===== config.mk =====
export PLATFORM = sky130hd
export DESIGN_NAME = alu_instr_sequencer
export DESIGN_NICKNAME = d
export VERILOG_FILES = /design/src/rtl/alu_instr_sequencer.sv
export SDC_FILE = /design/constraint.sdc
export NUM_CORES = 1
export LEC_CHECK = 0
export BUFFER_PORTS_ARGS = -buffer_cell sky130_fd_sc_hd__buf_2
export CORE_MARGIN = 3
export CORE_UTILIZATION = 35
export CTS_CLUSTER_DIAMETER = 30
export DETAILED_ROUTE_END_ITERATION = 16
export PLACE_DENSITY = 0.77
export SLEW_MARGIN = 30
export SYNTH_ARGS = -nofsm -noshare
export SYNTH_HDL_FRONTEND = slang
export SYNTH_SLANG_ARGS = --single-unit
export TNS_END_PERCENT = 30

===== constraint.sdc =====
create_clock -name clk -period 2.25 [get_ports clk]
set_input_delay 0.225 -clock clk [delete_from_list [all_inputs] [get_ports clk]]
set_output_delay 0.225 -clock clk [all_outputs]
set_load 0.01 [all_outputs]

===== src/rtl/alu_instr_sequencer.sv =====
// Hardwired fetch/execute control unit for one register-register ALU instruction per start request.
// Define SEQ_MULDIV_EN to build the MUL/DIV path (T6 state and HI/LO writeback).
module alu_instr_sequencer #(
    parameter int RA_LSB = 23,
    parameter int RB_LSB = 19,
    parameter int RC_LSB = 15
) (
    input  logic        clk,
    input  logic        reset,
    input  logic        start,
    input  logic [31:0] IR,
    output logic [15:0] Rout,
    output logic [15:0] Rin,
    output logic        PCout,
    output logic        MDRout,
    output logic        Zlowout,
    output logic        Zhighout,
    output logic        PCin,
    output logic        IRin,
    output logic        MARin,
    output logic        MDRin,
    output logic        Yin,
    output logic        Zin,
    output logic        HIin,
    output logic        LOin,
    output logic        Read,
    output logic        IncPC,
    output logic [12:0] alu_op,
    output logic        busy,
    output logic        done,
    output logic        illegal
);

    typedef enum logic [3:0] {IDLE, T0, T1, T2, T3, T4, T5, T6, DONE} state_t;
    typedef enum logic [1:0] {CLS_BIN, CLS_UNARY, CLS_MULDIV, CLS_ILL} op_class_t;

    localparam logic [12:0] ALU_AND  = 13'h1000;
    localparam logic [12:0] ALU_OR   = 13'h0800;
    localparam logic [12:0] ALU_ADD  = 13'h0400;
    localparam logic [12:0] ALU_SUB  = 13'h0200;
`ifdef SEQ_MULDIV_EN
    localparam logic [12:0] ALU_MUL  = 13'h0100;
    localparam logic [12:0] ALU_DIV  = 13'h0080;
`endif
    localparam logic [12:0] ALU_SHR  = 13'h0040;
    localparam logic [12:0] ALU_SHRA = 13'h0020;
    localparam logic [12:0] ALU_SHL  = 13'h0010;
    localparam logic [12:0] ALU_ROR  = 13'h0008;
    localparam logic [12:0] ALU_ROL  = 13'h0004;
    localparam logic [12:0] ALU_NEG  = 13'h0002;
    localparam logic [12:0] ALU_NOT  = 13'h0001;

    state_t      state, next_state;
    op_class_t   op_class;
    logic [12:0] op_sel;
    logic        ill_q;
    logic [15:0] ra_hot, rb_hot, rc_hot;
    logic        unused_ir_bits;

    assign unused_ir_bits = ^IR;
    assign ra_hot = 16'd1 << IR[RA_LSB +: 4];
    assign rb_hot = 16'd1 << IR[RB_LSB +: 4];
    assign rc_hot = 16'd1 << IR[RC_LSB +: 4];

    // Opcode decode into an execution class and the one-hot ALU select.
    always_comb begin
        op_class = CLS_ILL;
        op_sel   = '0;
        case (IR[31:27])
            5'b00011: begin op_class = CLS_BIN;    op_sel = ALU_ADD;  end
            5'b00100: begin op_class = CLS_BIN;    op_sel = ALU_SUB;  end
            5'b00101: begin op_class = CLS_BIN;    op_sel = ALU_AND;  end
            5'b00110: begin op_class = CLS_BIN;    op_sel = ALU_OR;   end
            5'b00111: begin op_class = CLS_BIN;    op_sel = ALU_ROR;  end
            5'b01000: begin op_class = CLS_BIN;    op_sel = ALU_ROL;  end
            5'b01001: begin op_class = CLS_BIN;    op_sel = ALU_SHR;  end
            5'b01010: begin op_class = CLS_BIN;    op_sel = ALU_SHRA; end
            5'b01011: begin op_class = CLS_BIN;    op_sel = ALU_SHL;  end
`ifdef SEQ_MULDIV_EN
            5'b01111: begin op_class = CLS_MULDIV; op_sel = ALU_MUL;  end
            5'b10000: begin op_class = CLS_MULDIV; op_sel = ALU_DIV;  end
`endif
            5'b10001: begin op_class = CLS_UNARY;  op_sel = ALU_NEG;  end
            5'b10010: begin op_class = CLS_UNARY;  op_sel = ALU_NOT;  end
            default:  ;
        endcase
    end

    // The illegal flag is captured at T3 so the DONE pulse does not depend on IR still being valid.
    always_ff @(posedge clk or negedge reset) begin
        if (!reset) begin
            state <= IDLE;
            ill_q <= 1'b0;
        end else begin
            state <= next_state;
            if (state == T3) ill_q <= (op_class == CLS_ILL);
        end
    end

    always_comb begin
        next_state = state;
        Rout     = '0;
        Rin      = '0;
        PCout    = 1'b0;
        MDRout   = 1'b0;
        Zlowout  = 1'b0;
        Zhighout = 1'b0;
        PCin     = 1'b0;
        IRin     = 1'b0;
        MARin    = 1'b0;
        MDRin    = 1'b0;
        Yin      = 1'b0;
        Zin      = 1'b0;
        HIin     = 1'b0;
        LOin     = 1'b0;
        Read     = 1'b0;
        IncPC    = 1'b0;
        alu_op   = '0;
        case (state)
            IDLE: if (start) next_state = T0;
            T0: begin
                PCout = 1'b1; MARin = 1'b1; IncPC = 1'b1; PCin = 1'b1;
                next_state = T1;
            end
            T1: begin
                Read = 1'b1; MDRin = 1'b1;
                next_state = T2;
            end
            T2: begin
                MDRout = 1'b1; IRin = 1'b1;
                next_state = T3;
            end
            T3: begin
                next_state = T4;
                case (op_class)
                    CLS_BIN:    begin Rout = rb_hot; Yin = 1'b1; end
                    CLS_UNARY:  begin Rout = rb_hot; alu_op = op_sel; Zin = 1'b1; end
`ifdef SEQ_MULDIV_EN
                    CLS_MULDIV: begin Rout = ra_hot; Yin = 1'b1; end
`endif
                    default:    next_state = DONE;
                endcase
            end
            T4: begin
                next_state = DONE;
                case (op_class)
                    CLS_BIN:    begin Rout = rc_hot; alu_op = op_sel; Zin = 1'b1; next_state = T5; end
                    CLS_UNARY:  begin Zlowout = 1'b1; Rin = ra_hot; end
`ifdef SEQ_MULDIV_EN
                    CLS_MULDIV: begin Rout = rb_hot; alu_op = op_sel; Zin = 1'b1; next_state = T5; end
`endif
                    default:    ;
                endcase
            end
            T5: begin
                next_state = DONE;
                case (op_class)
                    CLS_BIN:    begin Zlowout = 1'b1; Rin = ra_hot; end
`ifdef SEQ_MULDIV_EN
                    CLS_MULDIV: begin Zlowout = 1'b1; LOin = 1'b1; next_state = T6; end
`endif
                    default:    ;
                endcase
            end
`ifdef SEQ_MULDIV_EN
            T6: begin
                Zhighout = 1'b1; HIin = 1'b1;
                next_state = DONE;
            end
`endif
            DONE:    next_state = IDLE;
            default: next_state = IDLE;
        endcase
    end

    assign busy    = (state != IDLE);
    assign done    = (state == DONE);
    assign illegal = (state == DONE) && ill_q;

endmodule

==> results of run 1 <==
==> sequential cells by signal, indices dropped and copies added (netlist names) <==
register  cells
state         4
ill_q         1
==> synthesized netlist by cell type (all sizes together) <==
cell	n	area (um^2)
xor2	1	8.760
nand3	5	25.02
buf	20	153.9
nor4b	2	17.52
nand4bb	1	11.26
nand2b	13	81.33
and2	1	6.260
nand2	18	67.56
inv	2	7.510
a21oi	3	15.01
nor2b	2	12.51
o221ai	1	8.760
nand4	2	12.51
a211oi	1	7.510
nor2	15	56.30
o32ai	6	52.55
nand3b	3	22.52
or2b	1	8.760
o21ai	2	10.01
a21o	2	15.01
or4b	2	23.77
clkbuf	1	3.750
o41ai	1	8.760
o22ai	10	62.56
a31o	1	8.760
and3	2	13.77
or2	2	12.51
dfrtp	5	125.1
and2b	1	8.760
nor4	6	43.79
or3	6	38.79
nor3	19	100.1
conb	1	3.750
==> power groups by stage <==
stage	combinational, mW	clock [mW]	sequential, mW
after floorplan	0.451	0	0.152
after global placement	0.545	0	0.167
after detailed placement	0.550	0	0.169
after CTS	0.555	0.106	0.167
after global routing	0.671	0.109	0.185
final	0.606	0.101	0.181
==> tightest hold or removal path: stages <==
cell	delay, ps
buf_2	90
nor2_1	80
o41ai_1	70
==> worst min-delay path by stage <==
| stage | from | depth (start not counted) | end |
|---|---|---|---|
| 2_1_floorplan | reset | 0 | ill_q$_DFFE_PN0P_ |
| 3_3_place_gp | reset | 1 | state[1]$_DFFE_PN0P_ |
| 3_5_place_dp | reset | 1 | state[0]$_DFFE_PN0P_ |
| 4_1_cts | start | 3 | state[0]$_DFFE_PN0P_ |
| 5_1_grt | start | 3 | state[0]$_DFFE_PN0P_ |
| 6_report | start | 3 | state[0]$_DFFE_PN0P_ |
==> per-stage QoR <==
stage          setup TNS (ps)  power [mW]  util (%)
3_3_place_gp                0      0.7119     49.60
4_1_cts                -36.70      0.8281     51.07
2_1_floorplan               0      0.6032         -
3_5_place_dp                0      0.7189     49.60
5_1_grt                -195.0      0.9646     54.37
6_report               -23.85      0.8887     54.37
==> timing repair <==
item | 4_1_cts | 5_1_grt
endpoints found under the setup margin | 5 | 39
setup buffers | 0 | 1
hold buffers | 1 | 0
cloned | 0 | 0
endpoints found under the hold margin | 5 | 0
gates resized for setup | 1 | 14
==> cell type report <==
cell class | count | area, um^2 | share of cell area [%]
multi-input cells | 134 | 869.6 | 57.01
well taps | 31 | 38.79 | 2.543
inverters | 2 | 7.507 | 0.4922
clock buffers | 4 | 26.28 | 1.723
repair buffers | 86 | 457.9 | 30.02
flip-flops and latches | 5 | 125.1 | 8.203
==> logic make-up after synthesis <==
kind of cell,Yosys count,share of synthesized area (%)
simple gates,101,53.38
compound gates,27,17.91
buf+inv,23,15.66
flops,5,11.86
xor+xnor,1,0.8305
other cells,1,0.3555
==> per-layer routing <==
metal	vias to the layer above	wire length, um	global-route usage, %
met5	-	0	0
li1	718	-	-
met4	0	4	1.858
met3	2	242	2.340
met2	76	1586	29.92
met1	627	1438	21.70
==> impl_metrics.ini, run 1 <==
[outcome]
outcome = complete, but fails checks
violations = setup timing

[grt]
track_usage_pct = 16.65
overflow = 0
grt_pass1_vias = 1186
grt_max_degree = 18
antenna_found_initial = 0
grt_first_pass_wirelength_um = 4947

[power_and_ir_drop]
p_sw_mw = 0.4203
switching_share_pct = 47.30
ir_drop_mv = 0.2894
pwr-share-seq_pct = 20.4
power_leakage_nw = 0.7531
p_per_area_mw_per_mm2 = 582.7
clock_power_share_pct = 11.4
p_comb_share_pct = 68.2
power.internal_mw = 0.4684

[yosys]
syn_area_mm2 = 0.001055
ys_seq_area_share_pct = 11.86
synthDistinctLibCells = 41
postSynthAreaPerCell_um2 = 6.676
synth_cells = 158
ys_ff_latch = 5
yosysWarnings = 0

[routing]
drc = 0
avgViaCountPerCell = 5.431
drt_wl_total_um = 3272
wl_per_cell_um = 12.49
dr.first_iter.drc_count = 45
num_vias = 1423
ant_nets = 0
dr.pass1.iters = 4

[floorplan]
fp.dieW_um = 60.90
rows = 19
die_area_mm2 = 0.003708
coreArea_mm2 = 0.002805
start_util_pct = 37.60
die_y_um = 60.90
ioPinCount = 97

[clocking]
clk_path_buf_depth = 2
cts_tree = yes
cts.reportedPaths.clkPinSlew_ps = 40
cts_num_sinks = 5
clk-insertion-delay-late_ps = 240
cts_htree_levels = 1
cts_buffers = 3
root_buffer = clkbuf_4

[timing]
post-route-period-util_pct = 101.1
clock_skew_ps = 3.772
finalHoldViolCount = 0
max_clock_freq_mhz = 439.8
timing.hold.ws_ps = 272.7
setup_ws_ps = -23.85
min_period_ps = 2274
slew_viol_final = 0
rsz0062_at_grt = yes
setup_viol = 1

[placement]
dp_cells = 256
portBuffers = 76
place_ws_ps = 165.8
place_area_mm2 = 0.001391
gp_congestion = 0.8403
post-dp-hpwl_um = 2588

[worst_setup_path]
worst_setup_path_end_kind = output port
regToRegSetupSlack_ps = 820
crit_required_ps = 2030
path_depth = 5
regToRegEndpoint = state[0]$_DFFE_PN0P_
critPathKind = flip-flop to output port
crit_family = simple AND/OR/NAND/NOR gates
worstPathMaxFanout = 6
critPathLaunch = state[0]$_DFFE_PN0P_
slowest_stage = or4b_4
rr_worst_depth = 5
slowest_delay_ps = 530
critPathBufInv = 1
start_kind = flip-flop
critPathCapture = alu_op[12]
timing.rr.start = state[0]$_DFFE_PN0P_
cp.arrival_ps = 2050
cp_cell_sequence = nand4bb_4, or3_4, or4b_4, nor4_2, buf_2

[layout]
fin_area_mm2 = 0.001525
fin_cells = 262
finalNetCount = 267
syn_to_final_growth_pct = 44.60
final_cell_mix = buf_2 (76), nand2_1 (18), nor3_1 (16), nor2_1 (15), nand2b_1 (12)
layout_commonest_cell = buf_2
fillers = 304
diodes = 0
drive_above_1_share_pct = 47.19

[run]
maxCapViolations = 0

[hold_path]
hp-class = primary input to flip-flop
Power figures use the tool's default switching activity.
==> run 2, diff against run 1 <==
==> constraint.sdc (replaced) <==
create_clock -name clk -period 2.85 [get_ports clk]
set_input_delay 0.285 -clock clk [delete_from_list [all_inputs] [get_ports clk]]
set_output_delay 0.285 -clock clk [all_outputs]
set_load 0.01 [all_outputs]
==> impl_metrics.ini, run 2 (same netlist as run 1, synthesis figures left out) <==
[timing]
post-route-period-util_pct = 90.69
setup_ws_ps = 265.3
slew_viol_final = 0
slew_headroom_pct = 59.64
finalHoldViolCount = 0
clock_skew_ps = 6.128
max_clock_freq_mhz = 386.9
timing.hold.ws_ps = 323.2
rsz0062_at_grt = no
fin_setup_tns_ps = 0
setup_viol = 0
min_period_ps = 2585
worst_slew_pin_slew_ps = 601.8

[grt]
track_usage_pct = 16.70
grt_first_pass_wirelength_um = 4947
antenna_found_initial = 0
grt_pass1_vias = 1158
overflow = 0
grt_max_degree = 19

[floorplan]
die_area_mm2 = 0.003708
coreArea_mm2 = 0.002805
start_util_pct = 37.60
die_y_um = 60.90
fp.dieW_um = 60.90
rows = 19
ioPinCount = 97

[layout]
top_register = state
finalNetCount = 258
top_regs = state x4, ill_q x1
fillers = 305
syn_to_final_growth_pct = 29.66
diodes = 0
final_cell_mix = buf_2 (76), nor3_1 (18), nand2_1 (18), nor2_1 (15), nand2b_1 (13)
layout_commonest_cell = buf_2
largest_reg_flops = 4
final_util_pct = 48.75
drive_above_1_share_pct = 40.09

[clocking]
cts_num_sinks = 5
cts_buffers = 3
cts_tree = yes
root_buffer = clkbuf_4
cts_htree_levels = 1
clk_path_buf_depth = 2
cts.reportedPaths.clkPinSlew_ps = 50
clk-insertion-delay-late_ps = 240

[worst_setup_path]
worstPathMaxFanout = 8
critPathLaunch = state[3]$_DFFE_PN0P_
critPathKind = flip-flop to output port
crit_required_ps = 2570
timing.rr.start = state[3]$_DFFE_PN0P_
slowest_delay_ps = 490
slowest_stage = or3_2
worst_setup_path_end_kind = output port
cp_cell_sequence = nand4bb_1, or3_1, or3_2, o22ai_1, buf_2
start_kind = flip-flop
cp.arrival_ps = 2300

[hold_path]
hp-class = primary input to flip-flop
min-delay-start = start

[outcome]
outcome = finished clean

[routing]
avgViaCountPerCell = 5.474
dr.pass1.iters = 4
ant_nets = 0
dr.first_iter.drc_count = 74
drt_wl_total_um = 3108
wl_per_cell_um = 12.28
num_vias = 1385
drc = 0

[placement]
post-dp-hpwl_um = 2540
place_ws_ps = 556.1
portBuffers = 76
gp_congestion = 0.8238

[power_and_ir_drop]
ir_drop_mv = 0.1910
power_leakage_nw = 0.6880
p_per_area_mw_per_mm2 = 443.2

[run]
maxCapViolations = 0
==> run 2: path summary, 6_finish.rpt <==
check | cells after the start | to | slack, ps
worst max register to register | 4 | state[0]$_DFFE_PN0P_ | 1190
max in group asynchronous | 2 | ill_q$_DFFE_PN0P_ | 2330
worst max-delay path | 5 | Rout[2] | 270
worst min-delay path | 3 | state[0]$_DFFE_PN0P_ | 320
min in group asynchronous | 2 | state[1]$_DFFE_PN0P_ | 390
worst min register to register | 2 | ill_q$_DFFE_PN0P_ | 480
==> run 2: metal layers <==
layer	vias up	GRT usage [%]	share of wire, %
li1	699	-	-
met5	-	0	0
met1	626	22.21	45
met4	0	0.3096	0
met3	0	3.404	7.1
met2	60	29.47	48
==> run 2: area by class of cell <==
type	instances	area, um^2	share of cell area, %
well taps	31	38.79	2.836
inverters	2	7.507	0.5489
multi-input cells	134	779.5	57.00
flip-flops and latches	5	125.1	9.149
repair buffers	77	390.4	28.55
clock buffers	4	26.28	1.921
==> run 2: timing repair <==
action                                 in CTS  in global routing
gates resized for setup                     0                  0
endpoints found under the hold margin       5                  0
buffers inserted                            0                  0
hold buffers                                1                  0
==> run 2: report_power, final <==
part	switching (mW)	total, mW	internal (mW)
clock	0.0284	0.0813	0.0529
combinational	0.211	0.360	0.149
sequential	0.0603	0.165	0.104
==> run 2: worst max-delay path, delay by kind of cell (launching register included) <==
family | cells | cell delay (ps)
and+or+nand+nor | 3 | 1230
buffers and inverters | 1 | 160
AOI/OAI and AO/OA | 1 | 210
DFF | 1 | 450
==> run 2: stage by stage <==
stage	total power, mW	cell area, um^2	instances
after floorplan	0.4762	1070	162
after global placement	0.5186	1331	248
after detailed placement	0.5236	1331	248
after CTS	0.6101	1368	253
after global routing	0.6676	1368	253
final	0.6061	1368	253
==> run 3, diff against run 2 <==
--- a/config.mk
+++ b/config.mk
@@ -7,10 +7,10 @@
 export LEC_CHECK = 0
 export BUFFER_PORTS_ARGS = -buffer_cell sky130_fd_sc_hd__buf_2
 export CORE_MARGIN = 3
-export CORE_UTILIZATION = 35
+export CORE_UTILIZATION = 34
 export CTS_CLUSTER_DIAMETER = 30
 export DETAILED_ROUTE_END_ITERATION = 16
-export PLACE_DENSITY = 0.77
+export PLACE_DENSITY = 0.78
 export SLEW_MARGIN = 30
 export SYNTH_ARGS = -nofsm -noshare
 export SYNTH_HDL_FRONTEND = slang
==> constraint.sdc (replaced) <==
create_clock -name clk -period 2.3 [get_ports clk]
set_input_delay 0.23 -clock clk [delete_from_list [all_inputs] [get_ports clk]]
set_output_delay 0.23 -clock clk [all_outputs]
set_load 0.01 [all_outputs]
==> impl_metrics.ini, run 3 (same netlist as run 1, synthesis figures left out) <==
[outcome]
outcome = complete, but fails checks
violations = setup timing

[timing]
min_period_ps = 2328
fin_setup_tns_ps = -27.88
setup_viol = 1
slew_viol_final = 0
max_clock_freq_mhz = 429.6
setup_ws_ps = -27.88
post-route-period-util_pct = 101.2
clock_skew_ps = 7.279
timing.hold.ws_ps = 238.0
rsz0062_at_grt = yes
finalHoldViolCount = 0

[clocking]
clk-insertion-delay-late_ps = 260
cts_num_sinks = 5
cts_buffers = 3
cts_tree = yes
cts_htree_levels = 1
clk_path_buf_depth = 2
root_buffer = clkbuf_4
cts.reportedPaths.clkPinSlew_ps = 50

[layout]
top_register = state
fillers = 295
largest_reg_flops = 4
diodes = 0
top_regs = state x4, ill_q x1
drive_above_1_share_pct = 46.72
layout_commonest_cell = buf_2
syn_to_final_growth_pct = 39.74
finalNetCount = 265
final_util_pct = 51.67
final_cell_mix = buf_2 (76), nand2_1 (18), nor3_1 (17), nor2_1 (15), nand2b_1 (13)
regArea_um2 = 127.6
multi_input_comb_area_um2 = 833.3

[placement]
gp_congestion = 0.8116
post-dp-hpwl_um = 2518
portBuffers = 76
place_ws_ps = 219.4

[worst_setup_path]
regToRegSetupSlack_ps = 880
cp.arrival_ps = 2100
worstPathMaxFanout = 4
slowest_delay_ps = 560
start_kind = flip-flop
rr_worst_depth = 5
critPathBufInv = 1
cp_cell_sequence = nand4bb_1, or3_4, or4b_4, nor4_2, buf_2
slowest_stage = or4b_4
regToRegEndpoint = state[0]$_DFFE_PN0P_
crit_required_ps = 2070
timing.rr.start = state[3]$_DFFE_PN0P_
crit_family = simple AND/OR/NAND/NOR gates
critPathKind = flip-flop to output port
worst_setup_path_end_kind = output port

[grt]
grt_first_pass_wirelength_um = 4740
track_usage_pct = 16.23
overflow = 0
grt_max_degree = 19
grt_pass1_vias = 1125
antenna_found_initial = 0

[routing]
ant_nets = 0
dr.pass1.iters = 4
avgViaCountPerCell = 5.288
drc = 0
dr.first_iter.drc_count = 72
num_vias = 1375
wl_per_cell_um = 12.28
drt_wl_total_um = 3193

[power_and_ir_drop]
p_per_area_mw_per_mm2 = 560.2
ir_drop_mv = 0.2573
power_leakage_nw = 0.7280

[floorplan]
start_util_pct = 36.97
die_y_um = 61.70
rows = 19
fp.dieW_um = 61.70
die_area_mm2 = 0.003806
ioPinCount = 97
coreArea_mm2 = 0.002853

[hold_path]
worstHoldPathCells = 3
min-delay-start = start
worstHoldEndpoint = state[0]$_DFFE_PN0P_
hp-class = primary input to flip-flop

[run]
maxCapViolations = 0
## run 3: changes by cell type in the layout (fill, tap and decap cells not counted), sizes merged
| cell | before | now |
|---|---|---|
| clkbuf | 4 | 5 |
| buf | 76 | 82 |
## run 3: worst max path at each step
stage                               startpoint    endpoint  slack, ps  cells past startpoint
after global placement    state[0]$_DFFE_PN0P_  alu_op[12]        220                      5
after detailed placement  state[0]$_DFFE_PN0P_  alu_op[12]        220                      5
after global routing      state[3]$_DFFE_PN0P_  alu_op[12]        -80                      5
after CTS                 state[3]$_DFFE_PN0P_  alu_op[12]        -10                      5
after floorplan           state[1]$_DFFE_PN0P_  alu_op[12]        280                      5
final                     state[3]$_DFFE_PN0P_  alu_op[12]        -30                      5
## run 3: layout make-up
class	instances	area share (%)
Tap cell	31	2.632
Timing Repair Buffer	84	29.88
Sequential cell	5	8.659
Clock buffer	4	1.783
Multi-Input combinational cell	134	56.54
Inverter	2	0.5093
## run 3: where the power goes
group	switching (mW)	internal, mW	leakage [nW]
sequential	0.0336	0.133	0.0611
clock	0.0436	0.0660	0.0150
combinational	0.316	0.233	0.652
total	0.393	0.432	0.728
## run 3: stage by stage
step	cell area (um^2)	instances	power, mW
2_1_floorplan	1070	162	0.5901
3_3_place_gp	1361	252	0.6684
3_5_place_dp	1361	252	0.6733
4_1_cts	1406	257	0.7909
5_1_grt	1474	260	0.9073
6_report	1474	260	0.8256
## run 3: per-layer routing
layer | GRT usage (%) | vias to the layer above | part of all wire, %
li1 | - | 709 | -
met1 | 20.10 | 601 | 42
met2 | 28.40 | 61 | 48
met3 | 2.686 | 4 | 7.8
met4 | 5.455 | 0 | 1.6
met5 | 0 | - | 0
## run 3: worst register-to-register path, cell delays in order, from the launching register on
cell	delay (ps)
dfrtp_1	380
buf_4	140
nand2b_1	180
nand2b_1	220
a31o_4	310
o41ai_1	80
## run 3: timing repair
item	in CTS	in global routing
pin swaps	1	2
hold buffers	1	0
gates resized for setup	4	8
hold endpoints to repair	5	0
buffers inserted	0	3
endpoints found under the setup margin	11	27
